==> src/rtl/sar_pkg.sv <==
// Shared types and helpers for the SAR sequencer.
// SAR_OVERSAMPLE_EN selects the oversampling build (summed conversions per result).
package sar_pkg;

  typedef enum logic [1:0] {
    IDLE   = 2'd0,
    SAMPLE = 2'd1,
    BIT    = 2'd2,
    OUT    = 2'd3
  } state_e;

  typedef enum logic {
    MODE_SINGLE = 1'b0,
    MODE_SCAN   = 1'b1
  } mode_e;

  // The channel search works on a fixed-width mask, so N_CH is limited to MAX_CH.
  localparam int MAX_CH = 32;
  localparam int IDX_W  = $clog2(MAX_CH);

`ifdef SAR_OVERSAMPLE_EN
  localparam bit OSR_EN = 1'b1;
`else
  localparam bit OSR_EN = 1'b0;
`endif

  typedef struct packed {
    logic             found;
    logic [IDX_W-1:0] idx;
  } ch_pick_t;

  // Lowest set mask bit at or above 'from'; found=0 when none remains.
  function automatic ch_pick_t next_set_ch(input logic [MAX_CH-1:0] mask, input int from);
    ch_pick_t pick;
    pick = '0;
    for (int i = MAX_CH - 1; i >= 0; i--) begin
      if (mask[i] && (i >= from)) begin
        pick.found = 1'b1;
        pick.idx   = IDX_W'(i);
      end
    end
    return pick;
  endfunction

endpackage

==> src/rtl/sar_bit_engine.sv <==
// Successive-approximation core: SAR register, bit pointer and per-trial settle counter.
// A start pulse clears the SAR; done pulses on the edge that resolves bit 0.
module sar_bit_engine #(
  parameter int RES           = 8,
  parameter int SETTLE_CYCLES = 1
) (
  input  logic           i_clk,
  input  logic           i_rst_n,
  input  logic           i_start,
  input  logic           i_comp,
  output logic [RES-1:0] o_code,
  output logic [RES-1:0] o_result,
  output logic           o_done
);

  localparam int PTR_W = $clog2(RES);
  localparam int SET_W = (SETTLE_CYCLES > 1) ? $clog2(SETTLE_CYCLES) : 1;

  logic             active_q, active_d;
  logic [RES-1:0]   sar_q, sar_d;
  logic [PTR_W-1:0] ptr_q, ptr_d;
  logic [SET_W-1:0] settle_q, settle_d;
  logic             trial_end;

  assign trial_end = active_q && (settle_q == SET_W'(SETTLE_CYCLES - 1));
  assign o_done    = trial_end && (ptr_q == '0);
  assign o_code    = active_q ? (sar_q | (RES'(1) << ptr_q)) : '0;
  // Includes the bit being resolved this cycle, so the caller can capture it on done.
  assign o_result  = sar_d;

  always_comb begin
    // NOTE: every next-state variable gets its default first so no path infers a latch.
    active_d = active_q;
    sar_d    = sar_q;
    ptr_d    = ptr_q;
    settle_d = settle_q;
    if (i_start) begin
      active_d = 1'b1;
      sar_d    = '0;
      ptr_d    = PTR_W'(RES - 1);
      settle_d = '0;
    end else if (active_q) begin
      if (trial_end) begin
        sar_d[ptr_q] = i_comp;
        settle_d     = '0;
        if (ptr_q == '0) begin
          active_d = 1'b0;
        end else begin
          ptr_d = ptr_q - 1'b1;
        end
      end else begin
        settle_d = settle_q + 1'b1;
      end
    end
  end

  // NOTE: sequential state uses non-blocking assignments so all registers update together.
  always_ff @(posedge i_clk) begin
    if (!i_rst_n) begin
      active_q <= 1'b0;
      sar_q    <= '0;
      ptr_q    <= '0;
      settle_q <= '0;
    end else begin
      active_q <= active_d;
      sar_q    <= sar_d;
      ptr_q    <= ptr_d;
      settle_q <= settle_d;
    end
  end

endmodule

==> src/rtl/sar_seq.sv <==
// SAR ADC sequencer: channel select, sample/hold, bit trials and valid/ready result stream.
// SAR_OVERSAMPLE_EN: sum 2^OSR_LOG2 conversions per channel into a wider result.
module sar_seq
  import sar_pkg::*;
#(
  parameter int  ADC_RESOLUTION = 8,
  parameter int  N_CH           = 4,
  parameter int  SAMPLE_CYCLES  = 2,
  parameter int  SETTLE_CYCLES  = 1,
  parameter int  OSR_LOG2       = 2,
  localparam int CH_W           = (N_CH > 1) ? $clog2(N_CH) : 1,
  localparam int DATA_W         = ADC_RESOLUTION + (OSR_EN ? OSR_LOG2 : 0)
) (
  input  logic                      i_clk,
  input  logic                      i_rst_n,
  input  logic                      i_start,
  input  logic                      i_mode,
  input  logic [CH_W-1:0]           i_ch_sel,
  input  logic [N_CH-1:0]           i_ch_mask,
  input  logic                      i_comp,
  output logic [CH_W-1:0]           o_ch,
  output logic                      o_sample,
  output logic [ADC_RESOLUTION-1:0] o_dac_code,
  output logic                      o_busy,
  output logic                      o_valid,
  input  logic                      i_ready,
  output logic [DATA_W-1:0]         o_data,
  output logic [CH_W-1:0]           o_data_ch
);

  localparam int SMP_W = (SAMPLE_CYCLES > 1) ? $clog2(SAMPLE_CYCLES) : 1;

  state_e            state_q, state_d;
  mode_e             mode_q, mode_d;
  logic [N_CH-1:0]   mask_q, mask_d;
  logic [CH_W-1:0]   ch_q, ch_d;
  logic [SMP_W-1:0]  smp_q, smp_d;
  logic [DATA_W-1:0] data_q, data_d;

  logic                      eng_start;
  logic                      eng_done;
  logic [ADC_RESOLUTION-1:0] eng_result;
  ch_pick_t                  first_pick;
  ch_pick_t                  next_pick;

`ifdef SAR_OVERSAMPLE_EN
  localparam int OSR_N  = 1 << OSR_LOG2;
  localparam int CONV_W = (OSR_LOG2 > 0) ? OSR_LOG2 : 1;

  logic [CONV_W-1:0] conv_q, conv_d;
  logic [DATA_W-1:0] acc_q, acc_d;
`endif

  sar_bit_engine #(
    .RES           (ADC_RESOLUTION),
    .SETTLE_CYCLES (SETTLE_CYCLES)
  ) u_bit_engine (
    .i_clk    (i_clk),
    .i_rst_n  (i_rst_n),
    .i_start  (eng_start),
    .i_comp   (i_comp),
    .o_code   (o_dac_code),
    .o_result (eng_result),
    .o_done   (eng_done)
  );

  assign first_pick = next_set_ch(MAX_CH'(i_ch_mask), 0);
  assign next_pick  = next_set_ch(MAX_CH'(mask_q), int'(ch_q) + 1);

  assign o_ch      = ch_q;
  assign o_sample  = (state_q == SAMPLE);
  assign o_busy    = (state_q != IDLE);
  assign o_valid   = (state_q == OUT);
  assign o_data    = data_q;
  assign o_data_ch = ch_q;

  always_comb begin
    state_d   = state_q;
    mode_d    = mode_q;
    mask_d    = mask_q;
    ch_d      = ch_q;
    smp_d     = smp_q;
    data_d    = data_q;
    eng_start = 1'b0;
`ifdef SAR_OVERSAMPLE_EN
    conv_d    = conv_q;
    acc_d     = acc_q;
`endif

    case (state_q)
      IDLE: begin
        if (i_start) begin
          mode_d = mode_e'(i_mode);
          mask_d = i_ch_mask;
          smp_d  = '0;
          if (mode_e'(i_mode) == MODE_SINGLE) begin
            ch_d    = i_ch_sel;
            state_d = SAMPLE;
          end else if (first_pick.found) begin
            ch_d    = CH_W'(first_pick.idx);
            state_d = SAMPLE;
          end
        end
      end

      SAMPLE: begin
        if (smp_q == SMP_W'(SAMPLE_CYCLES - 1)) begin
          eng_start = 1'b1;
          state_d   = BIT;
        end else begin
          smp_d = smp_q + 1'b1;
        end
      end

      BIT: begin
        if (eng_done) begin
`ifdef SAR_OVERSAMPLE_EN
          if (conv_q != CONV_W'(OSR_N - 1)) begin
            acc_d   = acc_q + DATA_W'(eng_result);
            conv_d  = conv_q + 1'b1;
            smp_d   = '0;
            state_d = SAMPLE;
          end else begin
            data_d  = acc_q + DATA_W'(eng_result);
            acc_d   = '0;
            conv_d  = '0;
            state_d = OUT;
          end
`else
          data_d  = DATA_W'(eng_result);
          state_d = OUT;
`endif
        end
      end

      OUT: begin
        if (i_ready) begin
          if ((mode_q == MODE_SCAN) && next_pick.found) begin
            ch_d    = CH_W'(next_pick.idx);
            smp_d   = '0;
            state_d = SAMPLE;
          end else begin
            state_d = IDLE;
          end
        end
      end

      default: state_d = IDLE;
    endcase
  end

  always_ff @(posedge i_clk) begin
    if (!i_rst_n) begin
      state_q <= IDLE;
      mode_q  <= MODE_SINGLE;
      mask_q  <= '0;
      ch_q    <= '0;
      smp_q   <= '0;
      data_q  <= '0;
`ifdef SAR_OVERSAMPLE_EN
      conv_q  <= '0;
      acc_q   <= '0;
`endif
    end else begin
      state_q <= state_d;
      mode_q  <= mode_d;
      mask_q  <= mask_d;
      ch_q    <= ch_d;
      smp_q   <= smp_d;
      data_q  <= data_d;
`ifdef SAR_OVERSAMPLE_EN
      conv_q  <= conv_d;
      acc_q   <= acc_d;
`endif
    end
  end

endmodule

==> config.mk <==
export PLATFORM = sky130hd
export DESIGN_NAME = sar_seq
export DESIGN_NICKNAME = d
export VERILOG_FILES = /design/src/rtl/sar_pkg.sv /design/src/rtl/sar_bit_engine.sv /design/src/rtl/sar_seq.sv
export SDC_FILE = /design/constraint.sdc
export NUM_CORES = 1
export LEC_CHECK = 0
export CAP_MARGIN = 20
export CORE_MARGIN = 3
export CORE_UTILIZATION = 55
export DETAILED_ROUTE_END_ITERATION = 8
export PLACE_DENSITY = 0.86
export SETUP_SLACK_MARGIN = 0.3
export SYNTH_ARGS = -nofsm -noshare
export SYNTH_HDL_FRONTEND = slang
export SYNTH_SLANG_ARGS = --single-unit
==> constraint.sdc <==
create_clock -name i_clk -period 3.88 [get_ports i_clk]
set_input_delay 0.388 -clock i_clk [delete_from_list [all_inputs] [get_ports i_clk]]
set_output_delay 0.388 -clock i_clk [all_outputs]
set_load 0.02 [all_outputs]
* Yosys cells after proc, flatten, opt, wreduce, memory -nomap -nowiden
Index checks and enable logic that the tools add are counted.
** Word-level totals
- Register bits after elaboration :: 31
** Cells by class
- Eq/ne operators :: 10
- $add $sub $neg :: 4
- Bitwise logic cells :: 3
- Reduce and logical (&&, ||, !) cells :: 22
- Shifts and indexed selects :: 1
- Magnitude comparators :: 6
- Muxes and demuxes :: 45
** Operator list (number)
- 2-to-1 mux 6 bit :: 8
- 2-to-1 mux 8 bit :: 4
- 2-to-1 mux 2 bit :: 11
- 2-to-1 mux 1 bit :: 13
- 2-to-1 mux 3 bit :: 4
- AND reduction 5 bit :: 2
- bitwise mux 8 bit :: 1
- logical AND 1 bit :: 8
- OR 8 bit :: 1
- case mux 2 bit (4 select lines) :: 1
- nonzero test 2 bit :: 4
- << shifter 1 x 3 -> 8 bit (first input constant) :: 1
- >= comparator 1 x 3 -> 1 bit (first input constant) :: 2
- >= comparator 2 x 3 -> 1 bit (first input constant) :: 2
- != test 2 x 1 -> 1 bit (second input constant) :: 3
- != test 2 bit (second input constant) :: 3
- == test 2 bit (second input constant) :: 2
- < comparator 3 x 4 -> 1 bit (second input constant) :: 1
- case mux 2 bit (2 select lines) :: 1
- AND reduction 2 bit :: 2
- AND reduction 4 bit :: 1
- adder 2 x 1 -> 3 bit (second input constant) :: 1
- demux 1 bit (select 3 bit) :: 1
- >= comparator 3 x 1 -> 1 bit (second input constant) :: 1
- other kinds (11) :: 13

* Logic depth before layout (Yosys ltp)
- Word-level depth :: 11
- Gate-level depth with buffers :: 8
- Depth with buffers taken out :: 7

* Cells and area by module
A second synthesis with hierarchy kept.
** Unflattened totals
- Cells, all modules :: 221
- Area, all modules :: 1840.5 sq um
** Modules (own cells, without submodules)
- sar_seq :: cells each 117, seq. area each 340.3 sq um, area an instance 944.7 sq um, times used 1
- sar_bit_engine :: cells each 104, seq. area each 260.2 sq um, area an instance 895.9 sq um, times used 1

* Least setup slack after synthesis
Ideal clock, no wire load.
- Path kind :: register to register
- From :: register state_q[0]
- To :: register state_q[0]
- Path slack :: 2217 ps
- Data required time :: 3758 ps
- Cell stages (with the launch flop) :: 8
- Clock period less this slack :: 1663 ps
- Arrival time :: 1542 ps
- Library setup time :: 122 ps
- Path through :: dfxtp_1 -> inv_1 -> ha_1 -> buf_2 -> inv_2 -> o22a_1 -> o2111ai_2 -> o311a_1
** Between the ends
- Cells in the longest elaborated chain, start to end :: 3
- Elaborated cells on any way between the ends :: 11
** Ends and longest elaborated chain
- start: declaration :: line sar_seq.sv:33 : state_e state_q, state_d;
- start signal: assignment :: line sar_seq.sv:165 : state_q <= state_d;
- == test 2 bit (tied with other cells) :: line sar_seq.sv:90 : case (state_q)
- != test 2 bit (no source line) (tied with other cells)
- AND reduction 5 bit (no source line)
Several ways; a longest one is shown, not always the timed one.
A chain may end at the register's enable or synchronous reset.

* Final worst setup path
- From :: register u_bit_engine.ptr_q[1]
- To :: output o_dac_code[0]
** Between the ends
- Cells in the longest elaborated chain, start to end :: 3
** Ends and longest elaborated chain
- start: declaration :: line sar_bit_engine.sv:21 : logic [PTR_W-1:0] ptr_q, ptr_d;
- start signal: assignment :: line sar_bit_engine.sv:67 : ptr_q <= ptr_d;
- << shifter 1 x 3 -> 8 bit :: line sar_bit_engine.sv:27 : assign o_code = active_q ? (sar_q | (RES'(1) << ptr_q)) : '0;
- OR 8 bit :: line sar_bit_engine.sv:27
- 2-to-1 mux 8 bit :: line sar_bit_engine.sv:27
- end: declaration :: line sar_seq.sv:23 : output logic [ADC_RESOLUTION-1:0] o_dac_code,
Every way passes these cells.

==> results.md <==
- Post-route clock period utilization: between 60% and 70%
- Pre-CTS WS: about 1600 ps
- Layout cells sized above 1: a little under 10%
- GRT overflow: 0
- Fin. max-slew vios: 0
- H-tree depth: 2
- Setup Viol. Count Final: 0
- Via count: roughly 1,500
- Largest family of logic cells by synthesized area: simple AND/OR/NAND/NOR gates
- MaxCap Viol Count: 0
- Placed cells: 259
- Share of synthesized area spent on multiplexers: roughly 4.6%
- Worst Hold Path EP: o_data[1]
- Final Critical Period: approximately 2600 ps
- Post-synth EDFFs: 0
- Core area: 2880 µm²
- Number of diodes: 0
- RSZ-0062 raised after global routing: false
- P&R area growth vs syn: 22.9%
- Synth cell types: between 40 and 50
- Final hold viol count: 0
- Cell type with the largest total area after synthesis: dfxtp_1
- Synth Area in Compound Gates: about 20%
- Setup bufs post-CTS: 0
- Adder-Cell Fraction of Synth Area: about 6.5%
- Most frequent cell after synthesis: dfxtp_1
- Post-Synth XOR/XNOR Area: just over 1%
- Reg2Reg Depth: 7
- Detailed Route WL: ~3.9 mm
- Setup CP Type: register to output pin
- Initial DRT Pass Iterations: 4
- Worst min path class: register to register
- Cts bufs inserted: 5
- Post-synth top cells: dfxtp_1 (30), nand2_1 (15), nor2_1 (15)
- # nets final: 245
- Synth Area per Inst: between 8 and 9 µm²
- # DRC: 0
- Row count: 19
- Synth async-reset ratio: 0%
- ANT nets after route: 0
- Setup WS post-layout: 1250 ps
- Die Width: about 62 µm
- Fmax: about 0.38 GHz
- Maximum number of pins on one net before global-route repair: 27
- Static Leakage: roughly 0.00084 µW
- Routed WL per cell: about 14 µm
- Layout Cells excl Fill: roughly 270
- Initial Utilization: about 60%
- CTS tree: done
- Initial antenna violation count: 0
- # clock sinks: 30
- Reg-to-reg slack, setup: 2000 ps
- Synth Flop Type: dfxtp_1
- DR vias/cell: ~5.5
- Clk_lat worst skew: 330 ps
- Max Fanout on Critical Path: 10
- CTS root buf: clkbuf_4
- CTS resizes: 0
- Layout Skew: ~5.4 ps
- Worst Path Required: 3490 ps
- Total track usage: 22.8%
- Top cells by area, synth: dfxtp_1 (35%), ha_1 (6.5%), mux2i_1 (4.6%), a22o_1 (4.1%), and2_1 (3.3%)
- Crit. End Element: output pin
- Synthesized cell area: roughly 1700 µm²
- Relative slew slack: approximately half
- Hold depth: 1
- Placed Instance Area: about 2100 µm²
- Max clock buf depth: 2
- FF+latch count, synth: 30
- Post-Synth Simple-Gate Area: 27.6%
- First-pass GRT wire length: 6.21 mm
- IO buf count: 34
- Sum Neg Setup Slack: 0 ps
- Clock transition at path regs: ~90 ps
- Startpoint type of the worst setup path: register
- VDD IR max: about 0.32 mV
- Post-synth top area share: 34.8%
- Status: complete, no violations
- Number of global-route vias before repair: about 1,400
- Reg-to-Reg End: u_bit_engine.ptr_q[2]
- Die ar.: ~3800 µm²
- Least-Margin Pin Slew: 768 ps
- Sequential-to-total area share from yosys stat: a little over a third
- Iteration-0 DRC Markers: 52
- HP Start: o_data[1]
- Synth Net Count: about 220
- # IOs: 35
- Die Y: approximately 62 µm
- Post-Layout Inst Area: ~2100 µm²
- Synth warn: 0
- CTS Hold Buffers Added: 0
- GPL Wtd Cong: 0.889
- Detailed Place HPWL: 2.93 mm
- WP data arrival: ~2200 ps
- PD cells: roughly 440 nW/µm²
- Mapped Cells: around 200
- Reg-to-Reg Start: u_bit_engine.ptr_q[1]
-- logic make-up (layout without fill, tap and decap cells) --
logic type	Yosys count	count (layout)
AND/OR/NAND/NOR	79	79
AO/OA/AOI/OAI	46	46
flip-flops	30	30
buffers and inverters	21	51
adder cells (fa/ha/maj)	9	9
multiplexers	8	8
XOR/XNOR	2	2
-- flip-flops by register name, indices dropped and copies added (netlist names) --
| name | count |
|---|---|
| o_ch | 2 |
| smp_q | 1 |
| mask_q | 3 |
| u_bit_engine.active_q | 1 |
| mode_q | 1 |
| u_bit_engine.settle_q | 1 |
| state_q | 2 |
| u_bit_engine.sar_q | 8 |
| o_data | 8 |
| u_bit_engine.ptr_q | 3 |
-- cells in the final DEF, fill, tap and decap left out, types with 3 or more instances in the layout --
cell             synthesis  final
nand2_1                 15     15
clkdlybuf4s50_1          0     34
a21oi_1                  8      8
inv_1                    8      8
dfxtp_1                 30     30
ha_1                     9      9
a22o_1                   8      8
and2_1                   9      9
nor2b_1                  9      9
nor2_1                  15     15
o21a_1                   7      7
o21ai_1                  3      3
nand3_1                  8      8
a21boi_0                 6      6
nand2b_1                 5      5
mux2i_1                  8      8
clkbuf_4                 0      5
-- where the power goes --
group	internal [µW]	switching [µW]
Sequential	338	43.5
Combinational	152	197
Clock	86.9	112
-- layout make-up --
class	instances	area, µm²
clock inverter	2	12.5
inverter	9	33.8
multi-input combinational	144	1030
fill	213	754
tap	42	52.6
sequential	30	601
clock buffer	6	51.3
timing repair buffer	34	340
-- stage by stage --
stage	hold slack [ps]	total power [µW]	util [%]
6_report	494	929	73.8
5_1_grt	513	989	73.8
4_1_cts	497	930	73.8
3_5_place_dp	466	731	71.6
3_3_place_gp	464	713	71.6
2_1_floorplan	452	629	-
-- how the worst max path moves through the flow --
| stage | startpoint | end | slack, ps |
|---|---|---|---|
| 2_1_floorplan | state_q[0] | state_q[0] | 2220 |
| 3_3_place_gp | u_bit_engine.ptr_q[1] | o_dac_code[0] | 1690 |
| 3_5_place_dp | u_bit_engine.ptr_q[1] | o_dac_code[0] | 1620 |
| 4_1_cts | u_bit_engine.ptr_q[1] | o_dac_code[0] | 1240 |
| 5_1_grt | u_bit_engine.ptr_q[1] | o_dac_code[0] | 1120 |
| 6_report | u_bit_engine.ptr_q[1] | o_dac_code[0] | 1250 |
-- worst max-delay path: stages (launching register included) --
cell,delay [ps]
dfxtp_1,560
inv_1,190
ha_1,270
nor2b_1,160
o21a_1,200
clkdlybuf4s50_1,530
-- routing by layer --
| layer | vias up | track usage (%) | share of wire, % |
|---|---|---|---|
| li1 | 733 | - | - |
| met1 | 693 | 29.4 | 47 |
| met2 | 42 | 35.4 | 46 |
| met3 | 9 | 6.82 | 4.9 |
| met4 | 0 | 9.70 | 2.0 |
| met5 | - | 0 | 0 |
(Power assumes the default switching activity.)
